===== src/rtl/deci_engine_if.sv =====
// Sample-in / decimated-result-out bundle for deci_engine.
interface deci_engine_if #(
  parameter int DW = 8,
  parameter int RW = 10
);
  logic          ad_valid;
  logic [DW-1:0] ad_data;
  logic          deci_en;
  logic [RW-1:0] deci_rate;
  logic [1:0]    deci_mode;
  logic          deci_valid;
  logic [DW-1:0] deci_data;
  logic [DW-1:0] deci_max;
  logic [DW-1:0] deci_min;

  modport master (
    output ad_valid, ad_data, deci_en, deci_rate, deci_mode,
    input  deci_valid, deci_data, deci_max, deci_min
  );

  modport slave (
    input  ad_valid, ad_data, deci_en, deci_rate, deci_mode,
    output deci_valid, deci_data, deci_max, deci_min
  );
endinterface


===== src/rtl/deci_engine.sv =====
// Multi-mode decimator: sample / peak / box-average over windows of N accepted samples.
// Optional feature macro DECI_PEAK_EN adds the max/min envelope registers and peak mode.
module deci_engine #(
  parameter int DW = 8,
  parameter int RW = 10
) (
  input logic           ad_clk,
  input logic           rst,
  deci_engine_if.slave  bus
);
  localparam int AW = DW + RW;
  localparam int KW = $clog2(RW + 1);
  localparam logic [1:0] MODE_PEAK = 2'd1;
  localparam logic [1:0] MODE_AVG  = 2'd2;

  // Index of the highest set bit; n is never zero here.
  function automatic logic [KW-1:0] flog2(input logic [RW-1:0] n);
    flog2 = '0;
    for (int i = 0; i < RW; i++) begin
      if (n[i]) flog2 = KW'(i);
    end
  endfunction

  logic [RW-1:0] cnt_q, cnt_d;
  logic [AW-1:0] acc_q, acc_d;
  logic [RW-1:0] rate_q, rate_d;
  logic [1:0]    mode_q, mode_d;
  logic [KW-1:0] k_q, k_d;
  logic          valid_q, valid_d;
  logic [DW-1:0] data_q, data_d;

  logic          first;
  logic          last;
  logic [RW-1:0] rate_in;
  logic [RW-1:0] n_cur;
  logic [1:0]    mode_cur;
  logic [KW-1:0] k_cur;
  logic [AW-1:0] acc_new;
  logic [AW-1:0] shifted;
  logic [DW-1:0] avg;

`ifdef DECI_PEAK_EN
  logic [DW-1:0] max_q, max_d, min_q, min_d;
  logic [DW-1:0] omax_q, omax_d, omin_q, omin_d;
  logic [DW-1:0] max_new, min_new;
`endif

  always_comb begin
    first    = (cnt_q == '0);
    rate_in  = (bus.deci_rate == '0) ? RW'(1) : bus.deci_rate;
    n_cur    = first ? rate_in : rate_q;
    mode_cur = first ? bus.deci_mode : mode_q;
    k_cur    = first ? flog2(rate_in) : k_q;
    acc_new  = first ? AW'(bus.ad_data) : acc_q + AW'(bus.ad_data);
    last     = (cnt_q == n_cur - RW'(1));
    shifted  = acc_new >> k_cur;
    // Non-power-of-two windows can exceed full scale; clamp rather than wrap.
    avg      = (|shifted[AW-1:DW]) ? {DW{1'b1}} : shifted[DW-1:0];
`ifdef DECI_PEAK_EN
    max_new  = (first || bus.ad_data > max_q) ? bus.ad_data : max_q;
    min_new  = (first || bus.ad_data < min_q) ? bus.ad_data : min_q;
`endif

    cnt_d   = cnt_q;
    acc_d   = acc_q;
    rate_d  = rate_q;
    mode_d  = mode_q;
    k_d     = k_q;
    valid_d = 1'b0;
    data_d  = data_q;
`ifdef DECI_PEAK_EN
    max_d   = max_q;
    min_d   = min_q;
    omax_d  = omax_q;
    omin_d  = omin_q;
`endif

    if (!bus.deci_en) begin
      cnt_d = '0;
      acc_d = '0;
`ifdef DECI_PEAK_EN
      max_d = '0;
      min_d = '0;
`endif
    end else if (bus.ad_valid) begin
      acc_d = acc_new;
`ifdef DECI_PEAK_EN
      max_d = max_new;
      min_d = min_new;
`endif
      if (first) begin
        rate_d = rate_in;
        mode_d = mode_cur;
        k_d    = k_cur;
      end
      if (last) begin
        cnt_d   = '0;
        valid_d = 1'b1;
`ifdef DECI_PEAK_EN
        if (mode_cur == MODE_AVG) begin
          data_d = avg;
          omax_d = max_new;
          omin_d = min_new;
        end else if (mode_cur == MODE_PEAK) begin
          data_d = max_new;
          omax_d = max_new;
          omin_d = min_new;
        end else begin
          data_d = bus.ad_data;
          omax_d = bus.ad_data;
          omin_d = bus.ad_data;
        end
`else
        data_d = (mode_cur == MODE_AVG) ? avg : bus.ad_data;
`endif
      end else begin
        cnt_d = cnt_q + RW'(1);
      end
    end
  end

  always_ff @(posedge ad_clk) begin
    if (rst) begin
      cnt_q   <= '0;
      acc_q   <= '0;
      rate_q  <= RW'(1);
      mode_q  <= '0;
      k_q     <= '0;
      valid_q <= 1'b0;
      data_q  <= '0;
`ifdef DECI_PEAK_EN
      max_q   <= '0;
      min_q   <= '0;
      omax_q  <= '0;
      omin_q  <= '0;
`endif
    end else begin
      cnt_q   <= cnt_d;
      acc_q   <= acc_d;
      rate_q  <= rate_d;
      mode_q  <= mode_d;
      k_q     <= k_d;
      valid_q <= valid_d;
      data_q  <= data_d;
`ifdef DECI_PEAK_EN
      max_q   <= max_d;
      min_q   <= min_d;
      omax_q  <= omax_d;
      omin_q  <= omin_d;
`endif
    end
  end

  assign bus.deci_valid = valid_q;
  assign bus.deci_data  = data_q;
`ifdef DECI_PEAK_EN
  assign bus.deci_max   = omax_q;
  assign bus.deci_min   = omin_q;
`else
  assign bus.deci_max   = data_q;
  assign bus.deci_min   = data_q;
`endif
endmodule


===== src/flat_wrapper.sv =====
// flat-port wrapper written by rule: the top's interface ports become plain ports
module deci_engine_flat 
#(
  parameter int DW = 8,
  parameter int RW = 10
)
  (ad_clk, rst, bus_ad_valid, bus_ad_data, bus_deci_en, bus_deci_rate, bus_deci_mode, bus_deci_valid, bus_deci_data, bus_deci_max, bus_deci_min);
  deci_engine_if #(.DW(DW), .RW(RW)) bus_i ();
  input logic ad_clk;
  input logic rst;
  input wire logic [$bits(bus_i.ad_valid)-1:0] bus_ad_valid;
  input wire logic [$bits(bus_i.ad_data)-1:0] bus_ad_data;
  input wire logic [$bits(bus_i.deci_en)-1:0] bus_deci_en;
  input wire logic [$bits(bus_i.deci_rate)-1:0] bus_deci_rate;
  input wire logic [$bits(bus_i.deci_mode)-1:0] bus_deci_mode;
  output wire logic [$bits(bus_i.deci_valid)-1:0] bus_deci_valid;
  output wire logic [$bits(bus_i.deci_data)-1:0] bus_deci_data;
  output wire logic [$bits(bus_i.deci_max)-1:0] bus_deci_max;
  output wire logic [$bits(bus_i.deci_min)-1:0] bus_deci_min;
  assign bus_i.ad_valid = bus_ad_valid;
  assign bus_i.ad_data = bus_ad_data;
  assign bus_i.deci_en = bus_deci_en;
  assign bus_i.deci_rate = bus_deci_rate;
  assign bus_i.deci_mode = bus_deci_mode;
  assign bus_deci_valid = bus_i.deci_valid;
  assign bus_deci_data = bus_i.deci_data;
  assign bus_deci_max = bus_i.deci_max;
  assign bus_deci_min = bus_i.deci_min;
  deci_engine #(.DW(DW), .RW(RW)) u_core (.ad_clk(ad_clk), .rst(rst), .bus(bus_i));
endmodule

===== config.mk =====
export PLATFORM = sky130hd
export DESIGN_NAME = deci_engine_flat
export DESIGN_NICKNAME = d
export VERILOG_FILES = /design/src/rtl/deci_engine_if.sv /design/src/rtl/deci_engine.sv /design/src/flat_wrapper.sv
export SDC_FILE = /design/constraint.sdc
export NUM_CORES = 1
export LEC_CHECK = 0
export ABC_CLOCK_PERIOD_IN_PS = 4300
export CORE_ASPECT_RATIO = 1.25
export CORE_UTILIZATION = 50
export CTS_CLUSTER_SIZE = 24
export DETAILED_ROUTE_END_ITERATION = 12
export DONT_BUFFER_PORTS = 1
export GPL_TIMING_DRIVEN = 0
export HOLD_SLACK_MARGIN = 0.08
export PLACE_DENSITY = 0.66
export SETUP_SLACK_MARGIN = 0.2
export SYNTH_ARGS = -nofsm -noshare
export SYNTH_HDL_FRONTEND = slang
export SYNTH_SLANG_ARGS = --single-unit

===== constraint.sdc =====
create_clock -name ad_clk -period 4.3 [get_ports ad_clk]
set_input_delay 0.645 -clock ad_clk [delete_from_list [all_inputs] [get_ports ad_clk]]
set_output_delay 0.645 -clock ad_clk [all_outputs]
set_load 0.01 [all_outputs]

==> results of run 1 <==
[registers in the layout, summed over array words and instances (netlist names)]
register,cells
u_core.acc_q,18
u_core.cnt_q,10
u_core.rate_q,10
u_core.bus.deci_data,8
u_core.k_q,4
u_core.mode_q,2
u_core.bus.deci_valid,1
[worst reg2reg max path, stage by stage, from the launching register on]
cell       delay [ns]
dfxtp_2          0.33
buf_6            0.13
inv_4            0.05
ha_4             0.13
nor4b_4          0.26
nand3_2          0.14
buf_8            0.15
buf_12           0.12
clkbuf_16        0.15
nor2_4           0.13
a21oi_4          0.05
ha_4             0.18
xor2_2           0.14
nand3_1          0.07
or3b_1           0.34
and4bb_2         0.31
nand3_2          0.07
or3_4            0.42
a221o_2          0.41
a211oi_2         0.25
nor3_1           0.07
[layer usage]
| layer | share of wire (%) | GRT usage [%] | vias to the layer above |
|---|---|---|---|
| met3 | 5.6 | 5.73 | 58 |
| met1 | 39 | 35.4 | 2385 |
| met5 | 0 | 0 | - |
| met2 | 51 | 56.0 | 215 |
| li1 | - | - | 2435 |
| met4 | 4.3 | 18.5 | 0 |
[how the worst min path moves through the flow]
stage | start | endpoint | slack, ns | depth (start not counted)
floorplan | u_core.mode_q[0] | u_core.mode_q[0] | 0.44 | 2
global placement | u_core.mode_q[1] | u_core.mode_q[1] | 0.45 | 2
detailed placement | u_core.mode_q[0] | u_core.mode_q[0] | 0.45 | 2
CTS | u_core.mode_q[0] | u_core.mode_q[0] | 0.46 | 2
global route | bus_deci_rate[5] | u_core.rate_q[5] | 0.47 | 2
finish | u_core.mode_q[0] | u_core.mode_q[0] | 0.46 | 2
[cell type report]
class | instances | area, um2 | share of cell area [%]
plain buffers | 56 | 350 | 6.58
clock inverters | 2 | 15.0 | 0.282
repair buffers | 22 | 165 | 3.10
well taps | 123 | 154 | 2.89
multi-input cells | 520 | 3380 | 63.5
inverters | 17 | 66.3 | 1.25
flip-flops and latches | 53 | 1070 | 20.0
clock buffers | 6 | 129 | 2.42
[Yosys cell counts, types with 3 or more instances]
master / number / area, um2
o211a_1: 3 / 30.0
a211oi_1: 18 / 135
or3_1: 9 / 56.3
a21oi_1: 66 / 330
nand4_1: 7 / 43.8
nor4_1: 11 / 68.8
a31oi_1: 11 / 68.8
or2_2: 3 / 18.8
o21ai_0: 31 / 155
nor2_1: 69 / 259
o21ai_1: 3 / 15.0
dfxtp_1: 53 / 1060
o21a_1: 6 / 45.0
clkbuf_1: 33 / 124
xnor2_1: 11 / 96.3
a311oi_1: 5 / 43.8
o31ai_1: 6 / 45.0
and3_1: 5 / 31.3
o211ai_1: 15 / 113
mux2i_1: 21 / 210
nand2_1: 70 / 263
a21o_1: 6 / 45.0
nor2b_1: 5 / 31.3
xor2_1: 13 / 114
nand3_1: 25 / 125
a211oi_2: 4 / 50.1
buf_1: 3 / 11.3
nor3_1: 25 / 125
or4_1: 3 / 22.5
inv_1: 15 / 56.3
and2_1: 6 / 37.5
mux2_2: 6 / 67.6
ha_1: 11 / 138
buf_4: 17 / 128
[stage by stage]
| stage | worst slack (ns) | util, % | area, um2 |
|---|---|---|---|
| after floorplan | 0.212 | - | 4700 |
| after global placement | -0.560 | 53.2 | 4850 |
| after detailed placement | -0.572 | 53.2 | 4850 |
| after CTS | 0.202 | 56.2 | 5130 |
| after global routing | 0.178 | 58.3 | 5320 |
| final | 0.273 | 58.3 | 5320 |
[where the power goes]
group	total (mW)	switching (mW)	leakage (nW)	internal [mW]
sequential	0.513	0.0117	0.431	0.502
clock	0.416	0.199	0.0631	0.217
combinational	0.337	0.207	1.42	0.130
total	1.27	0.418	1.92	0.849
[logic make-up after synthesis]
kind of cell	count (synthesis)	synth area share (%)
and+or+nand+nor	250	26.2
AOI/OAI and AO/OA	206	29.1
buffers and inverters	74	7.68
DFF	53	22.7
muxes	28	6.42
xor gates and xnor gates	24	4.50
adders and majority gates	12	3.37
[what timing repair did]
item                                    CTS  global route
pin swaps                                 5            12
endpoints found under the hold margin     0             0
resized for setup                        17            26
hold buffers                              0             0
buffers inserted                          6            16
endpoints found under the setup margin   19            16
==> impl_metrics.tcl, run 1 <==
set metrics [dict create \
    wl_um 15300 \
    die_x_um 88.5 \
    hold_slack_ns 0.463 \
    numPlacedInstances 770 \
    slew_headroom_pct 52.1 \
    finalCritPeriodShare_pct 93.6 \
    drive_gt1_share_pct 14.5 \
    antenna_found_initial 0 \
    ioPinCount 49 \
    cts_tree "done" \
    path_class "in -> reg" \
    critPathTopFamily "compound AO/OA/AOI/OAI gates" \
    grt_overflow_total 0 \
    first_global_vias 4703 \
    cp_num_buf_inv 0 \
    skew_ns 0.00477 \
    ant_nets 0 \
    yosysWarningCount 0 \
    setup_viol 0 \
    ys_types 71 \
    crit_arrival_ns 4.22 \
    ir_drop_v 0.000199 \
    finalCriticalPeriod_ns 4.03 \
    grtUsageTotal_pct 31.8 \
    ff2ff_path_depth 20 \
    synth_edf_count 0 \
    r2r_end "u_core.bus.deci_data[1]" \
    via_count 5093 \
    critical_path_depth 12 \
    pwr_density_cell_nw_per_um2 238 \
    crit_end "u_core.bus.deci_data[1]" \
    grt_max_degree 17 \
    clkTransAtPathRegs_ns 0.07 \
    async_flop_share_pct 0 \
    clock_latency_ns 0.30 \
    dr.pass1.iters 5 \
    cts_made_buffers 5 \
    status "finished, final reports clean" \
    cpMostUsedCell "a211oi_1" \
    slowest_delay_ns 0.50 \
    via_per_inst 6.37 \
    cts_sinks 53 \
    startpoint_type "primary input" \
    fmax_ghz 0.248 \
    num_rows 39 \
    final-max-slew-violation-count 0 \
    slowest_stage "a221o_2" \
    tightest_slew_ns 0.713 \
    synth_nets 683 \
    final_cells 799 \
    fin_tns_setup_ns 0 \
    cts.path.max_buffers 2 \
    crit_fanout 7 \
    core_um2 9130 \
    fillers 909 \
    cts_root_buf "clkbuf_16" \
    wl_per_cell_um 19.2 \
    drc 0 \
    dpl.hpwl_um 11400 \
    p_total_mw 1.27 \
    synth.cell_area_um2 4670 \
    die_h_um 110 \
    reg2reg_slack_ns 0.29 \
    n_antenna_cell 0 \
    fin_nets 711 \
    cp.required_ns 4.49 \
    synth_cells 647 \
    maxCapViolCount 0 \
    place_congestion 0.990 \
    rsz0062_at_grt "no" \
    avgSynthCellArea_um2 7.22 \
    reg2reg_from "u_core.cnt_q[0]" \
    hold_viol 0 \
    synth_ff_type "dfxtp_1" \
    critical_path.startpoint "bus_ad_data[0]" \
    start_util_pct 51.2 \
    ys_seq_area_share_pct 22.7 \
    drt_iter0_markers 400 \
    synth_seq_cells 53 \
    hp-class "reg -> reg" \
    area_growth_pct 13.9 \
    crit_path_cell_trace "ha_1 -> fa_1 -> a211oi_1 -> o21ai_1 -> a21oi_1 -> a211oi_1 -> a221o_1 -> a2111oi_1 -> o211ai_1 -> a221o_2 -> a211oi_2 -> nor3_1" \
    design.die.area_um2 9740 \
    end_kind "flip-flop" \
    mostFrequentLayoutCell "nand2_1" \
    leakage_nw 1.92 \
    grt_pass1_wl_um 23800 \
    h-tree-depth 2 \
    io_buffers 0 \
    layout_common_cells "nand2_1, nor2_1, a21oi_1" \
]
(Power assumes the default switching activity.)
==> run 2, diff against run 1 <==
--- a/config.mk
+++ b/config.mk
@@ -15,6 +15,7 @@
 export HOLD_SLACK_MARGIN = 0.08
 export PLACE_DENSITY = 0.66
 export SETUP_SLACK_MARGIN = 0.2
+export SLEW_MARGIN = 20
 export SYNTH_ARGS = -nofsm -noshare
 export SYNTH_HDL_FRONTEND = slang
 export SYNTH_SLANG_ARGS = --single-unit
==> constraint.sdc (replaced) <==
create_clock -name ad_clk -period 4.3 [get_ports ad_clk]
set_input_delay 0.645 -clock ad_clk [delete_from_list [all_inputs] [get_ports ad_clk]]
set_output_delay 0.645 -clock ad_clk [all_outputs]
set_load 0.1 [all_outputs]
==> results of run 2 <==
Same layout as run 1 (identical final DEF). Status: finished, final reports clean.
==> run 3, diff against run 2 <==
--- a/config.mk
+++ b/config.mk
@@ -13,7 +13,7 @@
 export DONT_BUFFER_PORTS = 1
 export GPL_TIMING_DRIVEN = 0
 export HOLD_SLACK_MARGIN = 0.08
-export PLACE_DENSITY = 0.66
+export PLACE_DENSITY = 0.76
 export SETUP_SLACK_MARGIN = 0.2
 export SLEW_MARGIN = 20
 export SYNTH_ARGS = -nofsm -noshare
==> impl_metrics.tcl, run 3 (synthesized netlist as in run 1, its figures left out) <==
set metrics [dict create \
    path_class "reg -> reg" \
    top_regs "u_core.acc_q x18, u_core.cnt_q x10, u_core.rate_q x10" \
    antenna_found_initial 0 \
    p_sw_share_pct 30.8 \
    maxCapViolCount 0 \
    die_h_um 110 \
    setup_viol 0 \
    via_per_inst 6.56 \
    status "finished, final reports clean" \
    first_global_vias 4715 \
    wl_um 15600 \
    clkTransAtPathRegs_ns 0.07 \
    area_growth_pct 14.6 \
    cts_sinks 53 \
    cp.required_ns 4.50 \
    mostFrequentLayoutCell "nand2_1" \
    numPlacedInstances 770 \
    drt_iter0_markers 477 \
    startpoint_type "flip-flop" \
    clock_latency_ns 0.30 \
    top_register "u_core.acc_q" \
    grtUsageTotal_pct 31.5 \
    grt_max_degree 16 \
    final_util_pct 58.7 \
    place_congestion 0.984 \
    cts_root_buf "clkbuf_16" \
    num_rows 39 \
    wl_per_cell_um 19.5 \
    hold_buffers 0 \
    crit_fanout 7 \
    h-tree-depth 2 \
    cts_made_buffers 5 \
    n_antenna_cell 0 \
    fmax_ghz 0.253 \
    cts.path.max_buffers 2 \
    largest_reg_flops 18 \
    ant_nets 0 \
    dr.pass1.iters 6 \
    start_util_pct 51.2 \
    slew_headroom_pct 30.1 \
    io_buffers 0 \
    hold_viol 0 \
    layout_common_cells "nand2_1, nor2_1, a21oi_1" \
    p_comb_share_pct 25.5 \
    final-max-slew-violation-count 0 \
    drive_gt1_share_pct 15.0 \
    pwr_density_cell_nw_per_um2 250 \
    via_count 5237 \
    power_frac_seq_pct 38.5 \
    crit_arrival_ns 4.15 \
    grt_pass1_wl_um 23600 \
    hp-class "in -> reg" \
    p_sw_uw 412 \
    drc 0 \
    power.internal_uw 925 \
    leakage_nw 1.93 \
    ir_drop_v 0.000163 \
    final_cells 798 \
    die_x_um 88.5 \
    end_kind "flip-flop" \
    skew_ns 0.00766 \
    fin_nets 710 \
    finalCriticalPeriod_ns 3.95 \
    clkPwrFrac_pct 36.0 \
    cts_tree "done" \
    core_um2 9130 \
    rsz0062_at_grt "yes" \
    ioPinCount 49 \
    design.die.area_um2 9740 \
    finalCritPeriodShare_pct 91.8 \
    dpl.hpwl_um 11300 \
    grt_overflow_total 0 \
    tightest_slew_ns 1.05 \
]
[run 3: path summary, 6_finish.rpt]
kind / start / endpoint / slack, ns / cells past startpoint
setup / recovery: u_core.cnt_q[0] / u_core.bus.deci_data[5] / 0.35 / 19
hold / removal: bus_deci_rate[6] / u_core.rate_q[6] / 0.48 / 2
setup reg to reg: u_core.cnt_q[0] / u_core.bus.deci_data[5] / 0.35 / 19
hold reg to reg: u_core.mode_q[1] / u_core.mode_q[1] / 0.48 / 2
[run 3: stage by stage]
step	cell area, um2	hold slack (ns)	setup slack [ns]	TNS (ns)	power [mW]
floorplan	4700	0.436	0.210	0	0.752
global placement	4850	0.445	-0.422	-4.62	0.818
detailed placement	4850	0.464	-0.479	-5.99	0.824
CTS	5130	0.473	0.202	0	1.31
global route	5360	0.468	0.171	0	1.39
finish	5360	0.475	0.351	0	1.34
[run 3: repair_timing]
item                                    4_1_cts  5_1_grt
endpoints found under the setup margin       19       17
buffers inserted                              5       16
pin swaps                                     4       11
resized for setup                            14       29
[run 3: layout make-up]
| cell class | count | area [um2] |
|---|---|---|
| Multi-Input combinational cell | 520 | 3390 |
| Buffer | 56 | 349 |
| Clock inverter | 1 | 30.0 |
| Inverter | 17 | 66.3 |
| Tap cell | 123 | 154 |
| Clock buffer | 7 | 143 |
| Timing Repair Buffer | 21 | 158 |
| Sequential cell | 53 | 1060 |
| Fill cell | 870 | 3770 |
[run 3: critical path: stages (launching register included)]
cell       delay [ns]
dfxtp_2          0.33
buf_6            0.12
inv_4            0.05
ha_4             0.13
nor4b_4          0.25
nand3_2          0.14
buf_8            0.15
buf_12           0.12
clkbuf_16        0.15
a21oi_4          0.16
ha_4             0.17
xor2_2           0.16
a21oi_1          0.06
or3b_1           0.37
and4bb_2         0.31
nand3_2          0.07
or3_4            0.42
a221o_2          0.41
a211oi_2         0.21
nor3_1           0.07
[run 3: layer usage]
| layer | track usage, % | wire [um] |
|---|---|---|
| met3 | 5.58 | 1100 |
| met4 | 16.1 | 624 |
| met1 | 36.3 | 6080 |
| met5 | 0 | 0 |
| met2 | 55.1 | 7750 |
[run 3: power groups by stage]
stage / clock network [mW] / registers (mW) / logic, mW
floorplan: 0 / 0.521 / 0.231
global placement: 0 / 0.524 / 0.294
detailed placement: 0 / 0.525 / 0.299
CTS: 0.489 / 0.514 / 0.312
global route: 0.505 / 0.516 / 0.367
finish: 0.481 / 0.515 / 0.341
